## src/rtl/au_cmp6_sgn_ser.sv

```systemverilog
// -----------------------------------------------------------------------------
// au_cmp6_sgn_ser
//   Digit-serial signed 6-way comparator. One two's-complement operand pair is
//   accepted through a valid/ready handshake, scanned LSB-first DIGIT bits per
//   cycle, and the lt/gt/eq/le/ge/ne flags are returned through an output
//   valid/ready handshake. Latency from accept edge to out_valid is
//   N = WIDTH/DIGIT cycles; best-case throughput is one result per N+2 cycles.
//
// Parameters
//   WIDTH : operand word length (>= 2), two's complement
//   DIGIT : bits compared per cycle; must divide WIDTH (DIGIT = WIDTH allowed)
//
// Ports
//   clk        in   rising-edge clock
//   rst_n      in   asynchronous active-low reset
//   in_valid   in   operand pair valid
//   in_ready   out  block is idle and can accept a pair
//   a, b       in   signed operands, sampled on the accept edge only
//   out_valid  out  result flags valid
//   out_ready  in   downstream takes the result
//   abort      in   (only with AU_CMP6_SGN_SER_ABORT_EN) discard the current
//                   transaction while busy
//   lt, gt, eq, le, ge, ne  out  signed a<b, a>b, a==b, a<=b, a>=b, a!=b;
//                   all zero while out_valid is low
//
// Build option
//   `define AU_CMP6_SGN_SER_ABORT_EN adds the abort input. Without it the block
//   has no abort port.
// -----------------------------------------------------------------------------
module au_cmp6_sgn_ser #(
  parameter int WIDTH = 32,
  parameter int DIGIT = 4
) (
  input  logic             clk,
  input  logic             rst_n,
  input  logic             in_valid,
  output logic             in_ready,
  input  logic [WIDTH-1:0] a,
  input  logic [WIDTH-1:0] b,
  output logic             out_valid,
  input  logic             out_ready,
`ifdef AU_CMP6_SGN_SER_ABORT_EN
  input  logic             abort,
`endif
  output logic             lt,
  output logic             gt,
  output logic             eq,
  output logic             le,
  output logic             ge,
  output logic             ne
);

  localparam int N     = WIDTH / DIGIT;
  localparam int CNT_W = (N > 1) ? $clog2(N) : 1;

  localparam logic [CNT_W-1:0] LAST_DIG = CNT_W'(N - 1);
  // Flipping the top bit of the sign-carrying digit turns a two's-complement
  // compare into an unsigned one.
  localparam logic [DIGIT-1:0] SIGN_FLIP = DIGIT'(1) << (DIGIT - 1);

  typedef enum logic [1:0] {
    IDLE = 2'd0,
    RUN  = 2'd1,
    DONE = 2'd2
  } state_t;

  state_t state, state_nxt;

  logic [CNT_W-1:0] cnt;
  logic             lt_r;
  logic             gt_r;
  logic [WIDTH-1:0] a_sh;
  logic [WIDTH-1:0] b_sh;

  logic             accept;
  logic             last_dig;
  logic             abort_hit;
  logic [DIGIT-1:0] dig_a;
  logic [DIGIT-1:0] dig_b;
  logic             dig_gt;
  logic             dig_lt;

`ifdef AU_CMP6_SGN_SER_ABORT_EN
  // abort is only meaningful while a transaction is in flight; in IDLE it is
  // ignored so it cannot block an accept.
  assign abort_hit = abort && (state != IDLE);
`else
  assign abort_hit = 1'b0;
`endif

  assign accept   = (state == IDLE) && in_valid;
  assign last_dig = (cnt == LAST_DIG);

  // Digit compare: the final (most significant) digit carries the sign.
  always_comb begin
    dig_a  = a_sh[DIGIT-1:0] ^ (last_dig ? SIGN_FLIP : '0);
    dig_b  = b_sh[DIGIT-1:0] ^ (last_dig ? SIGN_FLIP : '0);
    dig_gt = (dig_a > dig_b);
    dig_lt = (dig_a < dig_b);
  end

  // ---- FSM state register ----
  always_ff @(posedge clk or negedge rst_n) begin
    if (!rst_n) begin
      state <= IDLE;
    end else begin
      state <= state_nxt;
    end
  end

  // ---- FSM next-state logic ----
  always_comb begin
    state_nxt = state;
    case (state)
      IDLE: begin
        if (in_valid) begin
          state_nxt = RUN;
        end
      end
      RUN: begin
        if (abort_hit) begin
          state_nxt = IDLE;
        end else if (last_dig) begin
          state_nxt = DONE;
        end
      end
      DONE: begin
        // abort wins over out_ready; both return to IDLE without a handoff.
        if (abort_hit || out_ready) begin
          state_nxt = IDLE;
        end
      end
      default: state_nxt = IDLE;
    endcase
  end

  // ---- control state: digit counter and running verdict ----
  // Because digits arrive LSB-first, a later non-equal digit always overrides
  // the verdict of the less significant ones; equal digits leave it alone.
  always_ff @(posedge clk or negedge rst_n) begin
    if (!rst_n) begin
      cnt  <= '0;
      lt_r <= 1'b0;
      gt_r <= 1'b0;
    end else if (accept) begin
      cnt  <= '0;
      lt_r <= 1'b0;
      gt_r <= 1'b0;
    end else if (state == RUN) begin
      cnt <= cnt + CNT_W'(1);
      if (dig_gt) begin
        gt_r <= 1'b1;
        lt_r <= 1'b0;
      end else if (dig_lt) begin
        lt_r <= 1'b1;
        gt_r <= 1'b0;
      end
    end
  end

  // ---- operand shift registers (data path, no reset needed) ----
  always_ff @(posedge clk) begin
    if (accept) begin
      a_sh <= a;
      b_sh <= b;
    end else if (state == RUN) begin
      a_sh <= a_sh >> DIGIT;
      b_sh <= b_sh >> DIGIT;
    end
  end

  // ---- FSM outputs ----
  // Flags are decoded from registered state and gated by out_valid, so they
  // read zero outside DONE and stay frozen while the result is held.
  always_comb begin
    in_ready  = (state == IDLE);
    out_valid = (state == DONE);
    lt        = out_valid & lt_r;
    gt        = out_valid & gt_r;
    eq        = out_valid & ~lt_r & ~gt_r;
    le        = out_valid & ~gt_r;
    ge        = out_valid & ~lt_r;
    ne        = out_valid & (lt_r | gt_r);
  end

endmodule

```

## config.mk

```make
export PLATFORM = sky130hd
export DESIGN_NAME = au_cmp6_sgn_ser
export DESIGN_NICKNAME = d
export VERILOG_FILES = /design/src/rtl/au_cmp6_sgn_ser.sv
export SDC_FILE = /design/constraint.sdc
export NUM_CORES = 1
export LEC_CHECK = 0
export BUFFER_PORTS_ARGS = -buffer_cell sky130_fd_sc_hd__buf_2
export CAP_MARGIN = 20
export CELL_PAD_IN_SITES_DETAIL_PLACEMENT = 0
export CELL_PAD_IN_SITES_GLOBAL_PLACEMENT = 1
export CORE_UTILIZATION = 46
export CTS_BUF_LIST = sky130_fd_sc_hd__clkbuf_4
export CTS_CLUSTER_DIAMETER = 30
export DETAILED_ROUTE_END_ITERATION = 8
export PLACE_DENSITY = 0.91
export SYNTH_ARGS = -nofsm -noshare
export SYNTH_HDL_FRONTEND = slang
export SYNTH_SLANG_ARGS = --single-unit
```

## constraint.sdc

```tcl
create_clock -name clk -period 7.2 [get_ports clk]
set_input_delay 1.44 -clock clk [delete_from_list [all_inputs] [get_ports clk]]
set_output_delay 1.44 -clock clk [all_outputs]
set_load 0.02 [all_outputs]
```

Word-level counts from Yosys, hierarchy flattened
Index checks and enable logic that the tools add are counted.
Word-level totals
  flip-flop bits (word level): 71
  bits in latches: 0
  memory bits (writable): 0
  memory bits (read-only): 0
  input bits: 68
  output and inout bits: 8
  logic and storage cells: 51
  memories kept: 0
Operators by class
  add/sub/neg operators: 1
  $mul: 0
  div/mod/pow operators: 0
  magnitude comparators: 2
  eq/ne operators: 6
  shift operators: 0
  mux-type cells: 19
  bitwise logic cells: 11
  reductions and logical operators: 6
Operator list (count)
  $mux 32: 4
  $mux 1: 8
  $xor 4x4->4: 2
  $and 1x1->1: 6
  $mux 2: 3
  $mux 3: 2
  $pmux 2 s3: 1
  $gt 4x4->1: 1
  $lt 4x4->1: 1
  $mux 4: 1
  $ne 2x2->1 const B: 2
  $add 3x1->3 const B: 1
  $eq 3x3->1 const B: 1
  $reduce_and 3->1: 1
  $reduce_bool 3->1: 1
  $eq 2x1->1 const B: 1
  $eq 2x2->1 const B: 1
  $logic_not 2->1: 1
  $ne 2x1->1 const B: 1
  $not 1->1: 2
  $reduce_and 2->1: 1
  $reduce_bool 2->1: 1
  $logic_and 1x1->1: 1
  $or 1x1->1: 1

Longest topological paths before layout
Gate-level depths: netlist (run 1).
  depth after elaboration: 8
  gate-level depth with buffers: 7
  gate-level depth less buffers: 6

Worst setup path after synthesis (run 1)
OpenSTA, ideal clock, no wires.
  path kind: input to register
  start point: input in_valid
  end point: register a_sh[0], enable pin
  setup time: 0.424 ns
  arrival: 3.210 ns
  setup slack: 3.567 ns
  cell stages on the path: 4
  path buffers: 2
  path through: buf_2 > nand2_2 > buf_2 > nand2_1
On the way
  word-level cells in the longest chain between the ends: 2
RTL lines
  start, declared: RTL line 36  | input logic in_valid,
  $logic_and 1x1->1: RTL line 91  | assign accept = (state == IDLE) && in_valid;
  $reduce_bool 2->1 (no source line)
  end signal, assigned: RTL line 167  | a_sh <= a_sh >> DIGIT;
  end, declared: RTL line 72  | logic [WIDTH-1:0] a_sh;
No other way between the ends.
A chain may end at the register's enable or synchronous reset.

Worst setup path after layout (run 1)
  start point: register state[0]
  end point: output in_ready
On the way
  word-level cells in the longest chain between the ends: 1
RTL lines
  start, declared: RTL line 67  | state_t state, state_nxt;
  start signal, assigned: RTL line 107  | state <= state_nxt;
  $logic_not 2->1: RTL line 176  | in_ready = (state == IDLE);
  end, declared: RTL line 37  | output logic in_ready,
No other way between the ends.

==> results of run 1 <==
## synth_stat cells (2+ instances only)
cell and number:
o21ai_1 2, dfrtp_1 7, and3_1 8, ha_1 5, buf_6 2, buf_2 13
edfxtp_1 64, o21ai_0 2, nor2b_1 2, and2_1 3, nand2_1 176, inv_1 5
nor2_1 5, nand2b_1 2
## layout make-up
class                   instances  area (sq um)
repair buffers                 78         410.4
flip-flops and latches         71          2097
clock inverters                 4         16.27
well taps                      77         96.34
inverters                       5         18.77
clock buffers                  12         90.09
multi-input cells             218         979.7
fillers                       577          2823
## registers in the layout, indices dropped and copies added (netlist names)
name,count
a_sh,32
cnt,3
gt_r,1
state,2
lt_r,1
b_sh,32
## placed cells by master, fill, tap and decap left out, types with 2 or more instances in the layout
cell / count
buf_4: 2
ha_1: 5
clkinv_1: 3
inv_1: 5
nor2b_1: 2
buf_2: 75
and3_1: 8
dfrtp_1: 7
nand2b_1: 2
edfxtp_1: 64
and2_1: 2
o21ai_0: 2
nand2_1: 175
clkbuf_4: 12
o21ai_1: 2
nand2_2: 2
nor2_1: 5
## layer usage
metal / track usage [%] / wire length, um / vias to the layer above
met5: 0 / 0 / -
met4: 9.245 / 76 / 0
met3: 3.891 / 315 / 9
met2: 27.79 / 2668 / 63
met1: 19.86 / 2566 / 1023
li1: - / - / 1162
## logic make-up after synthesis
group | count (synthesis)
adders and majority gates | 5
buffers and inverters | 21
xor gates and xnor gates | 1
and+or+nand+nor | 200
DFF | 71
AOI/OAI and AO/OA | 12
## through the flow
step	util [%]	hold slack (ps)	total power [mW]	cells	instance area [sq um]
after floorplan	-	463.5	1.211	310	3187
after global placement	54.85	483.5	1.284	448	3582
after detailed placement	54.85	493.9	1.316	448	3582
after CTS	56.48	507.6	1.522	464	3689
after global routing	56.78	520.2	1.628	465	3709
final	56.78	501.8	1.510	465	3709
## report_power, final
part	switching [mW]	internal (mW)
sequential	0.0683	0.758
clock	0.128	0.0791
combinational	0.308	0.169
## worst max-delay path, stage by stage, from the launching register on
cell and delay [ps]:
dfrtp_1 420, nor2_1 530, buf_2 280
## final timing paths
path | from | cells after the start | end
worst max-delay path | state[0] | 2 | in_ready
worst min register to register | cnt[0] | 1 | cnt[0]
min in group asynchronous | rst_n | 1 | lt_r
worst min-delay path | cnt[0] | 1 | cnt[0]
worst max register to register | state[0] | 5 | b_sh[28]
max in group asynchronous | rst_n | 1 | cnt[0]
==> key figures, run 1 <==
Die
  – Starting density of the core: 48.79%
  – I/O pins: 76
  – Die span in y: 85.24 um
  – FP Rows: 29
  – Core box area: 0.006531 sq mm
  – Die span in x: 85.24 um
  – Die ar.: 0.007265 sq mm

Synth
  – Distinct cells, synth: 28
  – Synthesized flop and latch total: 71
  – Async SR Flop Fraction: 9.859%
  – Mapped Nets: 383
  – Area fraction of the dominant cell type after synthesis: 60.31%
  – Yosys Warn Count: 0
  – Simple-gate area share of the yosys netlist: 25.01%
  – Top post-synthesis cells by area: edfxtp_1 (60%), nand2_1 (21%), dfrtp_1 (5.5%), buf_2 (2.0%), ha_1 (2.0%)
  – Multiplexer share of the synthesized area: 0%
  – Synthesized area: 0.003187 sq mm
  – Most used DFF post-synth: edfxtp_1
  – Post-synthesis xor/xnor area fraction: 0.2748%
  – Compound-gate portion of the synthesized area: 3.377%
  – Number of flops mapped to enable cells by yosys: 64
  – Combinational family with the most area after synthesis: simple AND/OR/NAND/NOR gates
  – Cell taking the most area after synthesis: edfxtp_1
  – Syn Inst Count: 310
  – Synthesized area per cell: 10.28 sq um
  – Post-Synth Adder-Cell Area: 1.963%
  – Seq/Total Area, Yosys: 65.80%

GRT
  – Largest net degree at the start of global routing: 61
  – Initial antenna violation count: 0
  – GRT Total Usage: 16.60%
  – Global route total overflow: 0
  – First-pass GRT wire length: 8949 um
  – Vias in the first global route: 2114

Clock tree
  – CTS Hold Buffers Added: 0
  – H-tree depth: 3
  – CTS clk-pin slew, worst paths: 100 ps
  – Clock latency on the worst-skew pair: 400 ps
  – Post-CTS Setup Bufs: 0
  – Root Buffer: clkbuf_4
  – # resized after CTS: 0
  – TritonCTS Sinks: 71
  – TritonCTS clock tree: yes
  – Worst-case clock buffer depth: 2
  – CTS buffer count: 9

Drt
  – Routed WL: 5627 um
  – Vias per cell: 4.854
  – Initial DRT Pass Iterations: 5
  – WL per Instance: 12.10 um
  – Vias post-DR: 2257
  – DRT antenna net count: 0
  – DRT iter0 DRCs: 127
  – Residual DRC: 0

Min path
  – Hold Crit Class: flop to flop

STA
  – Worst-Margin Slew: 659.2 ps
  – Fin. Hold Viols: 0
  – Period minus WS final: 3069 ps
  – Setup_tns: 0 ps
  – F_max: 325.8 MHz
  – Final setup margin: 4131 ps
  – Fin. max-slew vios: 0
  – Worst clock skew: 13.72 ps
  – RSZ-0062 raised after global routing: false
  – Slew headroom: 55.89%
  – Setup violators final: 0
  – Period utilisation layout: 42.62%

Placement
  – DP Worst Slack: 3734 ps
  – PortBufs: 75
  – GPL Wtd Cong: 0.7235
  – Hpwl dp: 3719 um

Power and ir drop
  – P_leak: 1.817 nW
  – Power Dens Cells: 407.1 mW/mm^2
  – Peak VDD IR: 0.2157 mV

Critical path
  – CP Launch Type: flop
  – Reg-to-reg setup timing slack: 4410 ps
  – CP required: 5760 ps
  – Crit path DAT: 1630 ps
  – CP Class: flop to output port
  – Worst setup EP type: output port
  – Crit path max fanout: 11

Layout
  – Area Overhead vs Synth: 16.37%
  – Ant diodes: 0
  – Layout cells sized above 1: 25.00%
  – Nets@finish: 456

Flow run
  – Max-cap violation count: 0

Status
  – Status: completed
Note: power is estimated with default switching activity, not from simulation.
==> run 2: changes to the inputs <==
ABC_AREA = 1   (was unset)
CORE_UTILIZATION = 38   (was 46)
PLACE_DENSITY = 0.81   (was 0.91)
clock period = 2.8 ns   (was 7.2 ns; I/O delays follow)
==> key figures, run 2 <==
Die
  – Die span in x: 93.61 um
  – Starting density of the core: 39.01%
  – FP Rows: 33
  – I/O pins: 76
  – Core box area: 0.008175 sq mm
  – Die span in y: 93.61 um
  – Die ar.: 0.008763 sq mm

Power and ir drop
  – P_leak: 1.917 nW
  – Power Dens Cells: 1128 mW/mm^2
  – Peak VDD IR: 0.5473 mV

STA
  – RSZ-0062 raised after global routing: false
  – Fin. Hold Viols: 0
  – Setup violators final: 0
  – Fin. max-slew vios: 0
  – Worst-Margin Slew: 911.3 ps
  – Worst clock skew: 11.04 ps
  – Setup_tns: 0 ps
  – F_max: 508.3 MHz
  – Period minus WS final: 1967 ps
  – Slew headroom: 39.16%
  – Period utilisation layout: 70.26%

Critical path
  – CP top delay family: flip-flops
  – CP required: 2240 ps
  – CP Class: flop to output port
  – Worst setup EP type: output port
  – CP Cell Sequence: nor2_1 > inv_1 > nor3_1 > buf_2
  – Crit path max fanout: 7
  – CP Buf/Inv Count: 2
  – CP max stage delay: 420 ps
  – Crit path DAT: 1410 ps
  – Slowest CP cell: dfrtp_1
  – Critical path launch point: state[0]
  – CP Launch Type: flop
  – Worst flop-to-flop path startpoint: state[0]

Synth
  – Async SR Flop Fraction: 9.859%
  – Syn Inst Count: 329
  – Most common cell in the netlist: nand2_1
  – Area fraction of the dominant cell type after synthesis: 60.26%
  – Mapped Nets: 402
  – Number of flops mapped to enable cells by yosys: 64
  – Synthesized area: 0.003189 sq mm
  – Synthesized area per cell: 9.694 sq um
  – Synthesized flop and latch total: 71
  – Distinct cells, synth: 20
  – Most used DFF post-synth: edfxtp_1
  – Yosys Warn Count: 0
  – Seq/Total Area, Yosys: 65.75%
  – Top post-synthesis cells by area: edfxtp_1 (60%), nand2_1 (22%), dfrtp_1 (5.5%), inv_1 (2.7%), ha_1 (2.0%)
  – Top cells by count, synth: nand2_1 (184), edfxtp_1 (64), inv_1 (23), nor2_1 (15), dfrtp_1 (7)
  – Cell taking the most area after synthesis: edfxtp_1

GRT
  – Global route total overflow: 0
  – Vias in the first global route: 2356
  – Initial antenna violation count: 0
  – Largest net degree at the start of global routing: 69
  – GRT Total Usage: 15.42%
  – First-pass GRT wire length: 10160 um

Clock tree
  – Worst-case clock buffer depth: 2
  – TritonCTS clock tree: yes
  – # resized after CTS: 0
  – TritonCTS Sinks: 71
  – CTS buffer count: 9
  – Clock latency on the worst-skew pair: 410 ps
  – H-tree depth: 3
  – Root Buffer: clkbuf_4
  – CTS clk-pin slew, worst paths: 110 ps

Min path
  – Hold Startpoint: out_ready
  – Hold Crit Class: input port to flop

Drt
  – WL per Instance: 11.51 um
  – Routed WL: 5928 um
  – Vias post-DR: 2260
  – Initial DRT Pass Iterations: 4
  – Vias per cell: 4.388
  – DRT antenna net count: 0
  – DRT iter0 DRCs: 109
  – Residual DRC: 0

Layout
  – Nets@finish: 478
  – Largest regs: a_sh: 32 flops, b_sh: 32 flops, cnt: 3 flops
  – Non-filler cells, final: 515
  – Area Overhead vs Synth: 20.44%
  – Commonest non-fill, non-tap cell in the layout: nand2_1
  – Layout cells sized above 1: 23.66%
  – Most frequent cells in the layout: nand2_1 (183), buf_2 (75), edfxtp_1 (64), inv_1 (23), nor2_1 (15)
  – Ant diodes: 0

Placement
  – Hpwl dp: 3739 um
  – GPL Wtd Cong: 0.7730
  – PortBufs: 75
  – DP Cell Count: 498

Status
  – Status: completed

Flow run
  – Max-cap violation count: 0
[run 2: changes by cell type after synthesis, moves of 3 or more]
cell,change
and3_1,-8
nor2_1,+10
clkbuf_1,+3
buf_2,-9
buf_6,+3
nand2_1,+8
inv_1,+18
and2_1,-3
a21oi_1,+3
[run 2: worst reg2reg max path: cells and delay by family (launching register included)]
family                 cells  cell delay (ps)
and+or+nand+nor            3              860
buffers and inverters      1              160
AOI/OAI and AO/OA          1              210
DFF                        1              420
[run 2: where the power goes]
part,internal [mW],leakage [nW],total (mW),switching [mW]
registers,1.97,0.751,2.14,0.169
clock network,0.551,0.107,0.914,0.363
logic,0.420,1.06,1.28,0.857
[run 2: worst paths after layout]
path | to | slack [ps] | depth (start not counted)
setup / recovery | eq | 830 | 4
hold / removal | state[1] | 340 | 2
setup reg to reg | cnt[2] | 1050 | 5
hold reg to reg | cnt[0] | 490 | 1
max in group asynchronous | cnt[0] | 2120 | 2
min in group asynchronous | lt_r | 520 | 2
[run 2: cell type report]
class | instances | area [sq um]
Clock inverter | 6 | 132.6
Inverter | 24 | 90.09
Timing Repair Buffer | 78 | 400.4
Sequential cell | 71 | 2097
Multi-Input combinational cell | 221 | 914.6
Tap cell | 105 | 131.4
Clock buffer | 10 | 75.07
Fill cell | 791 | 4334
[run 2: kinds of logic (layout without fill, tap and decap cells)]
family / count (synthesis) / in the layout / synth area share [%]
DFF: 71 / 71 / 65.75
buffers and inverters: 37 / 118 / 5.806
AOI/OAI and AO/OA: 10 / 10 / 1.844
and+or+nand+nor: 206 / 206 / 24.64
adders and majority gates: 5 / 5 / 1.962
[run 2: metal layers]
metal / up-vias / track usage [%] / part of all wire (%)
li1: 1197 / - / -
met1: 988 / 18.64 / 46
met2: 64 / 25.86 / 47
met3: 11 / 3.252 / 5.2
met4: 0 / 8.077 / 1.9
met5: - / 0 / 0
[run 2: what timing repair did]
item                                   4_1_cts  5_1_grt
endpoints found under the hold margin        7        0
hold buffers                                 1        0
buffers inserted                             0        0
setup endpoints to repair                    0        0
[run 2: metrics by stage]
stage | utilization, % | area (sq um) | setup WS [ps] | hold slack, ps | power (mW)
4_1_cts | 46.99 | 3841 | 801.4 | 313.8 | 4.392
3_5_place_dp | 44.32 | 3623 | 890.5 | 399.4 | 3.475
2_1_floorplan | - | 3189 | 54.33 | 264.4 | 3.169
5_1_grt | 46.99 | 3841 | 639.6 | 320.0 | 4.709
6_report | 46.99 | 3841 | 832.8 | 340.4 | 4.332
3_3_place_gp | 44.32 | 3623 | 933.6 | 401.8 | 3.395
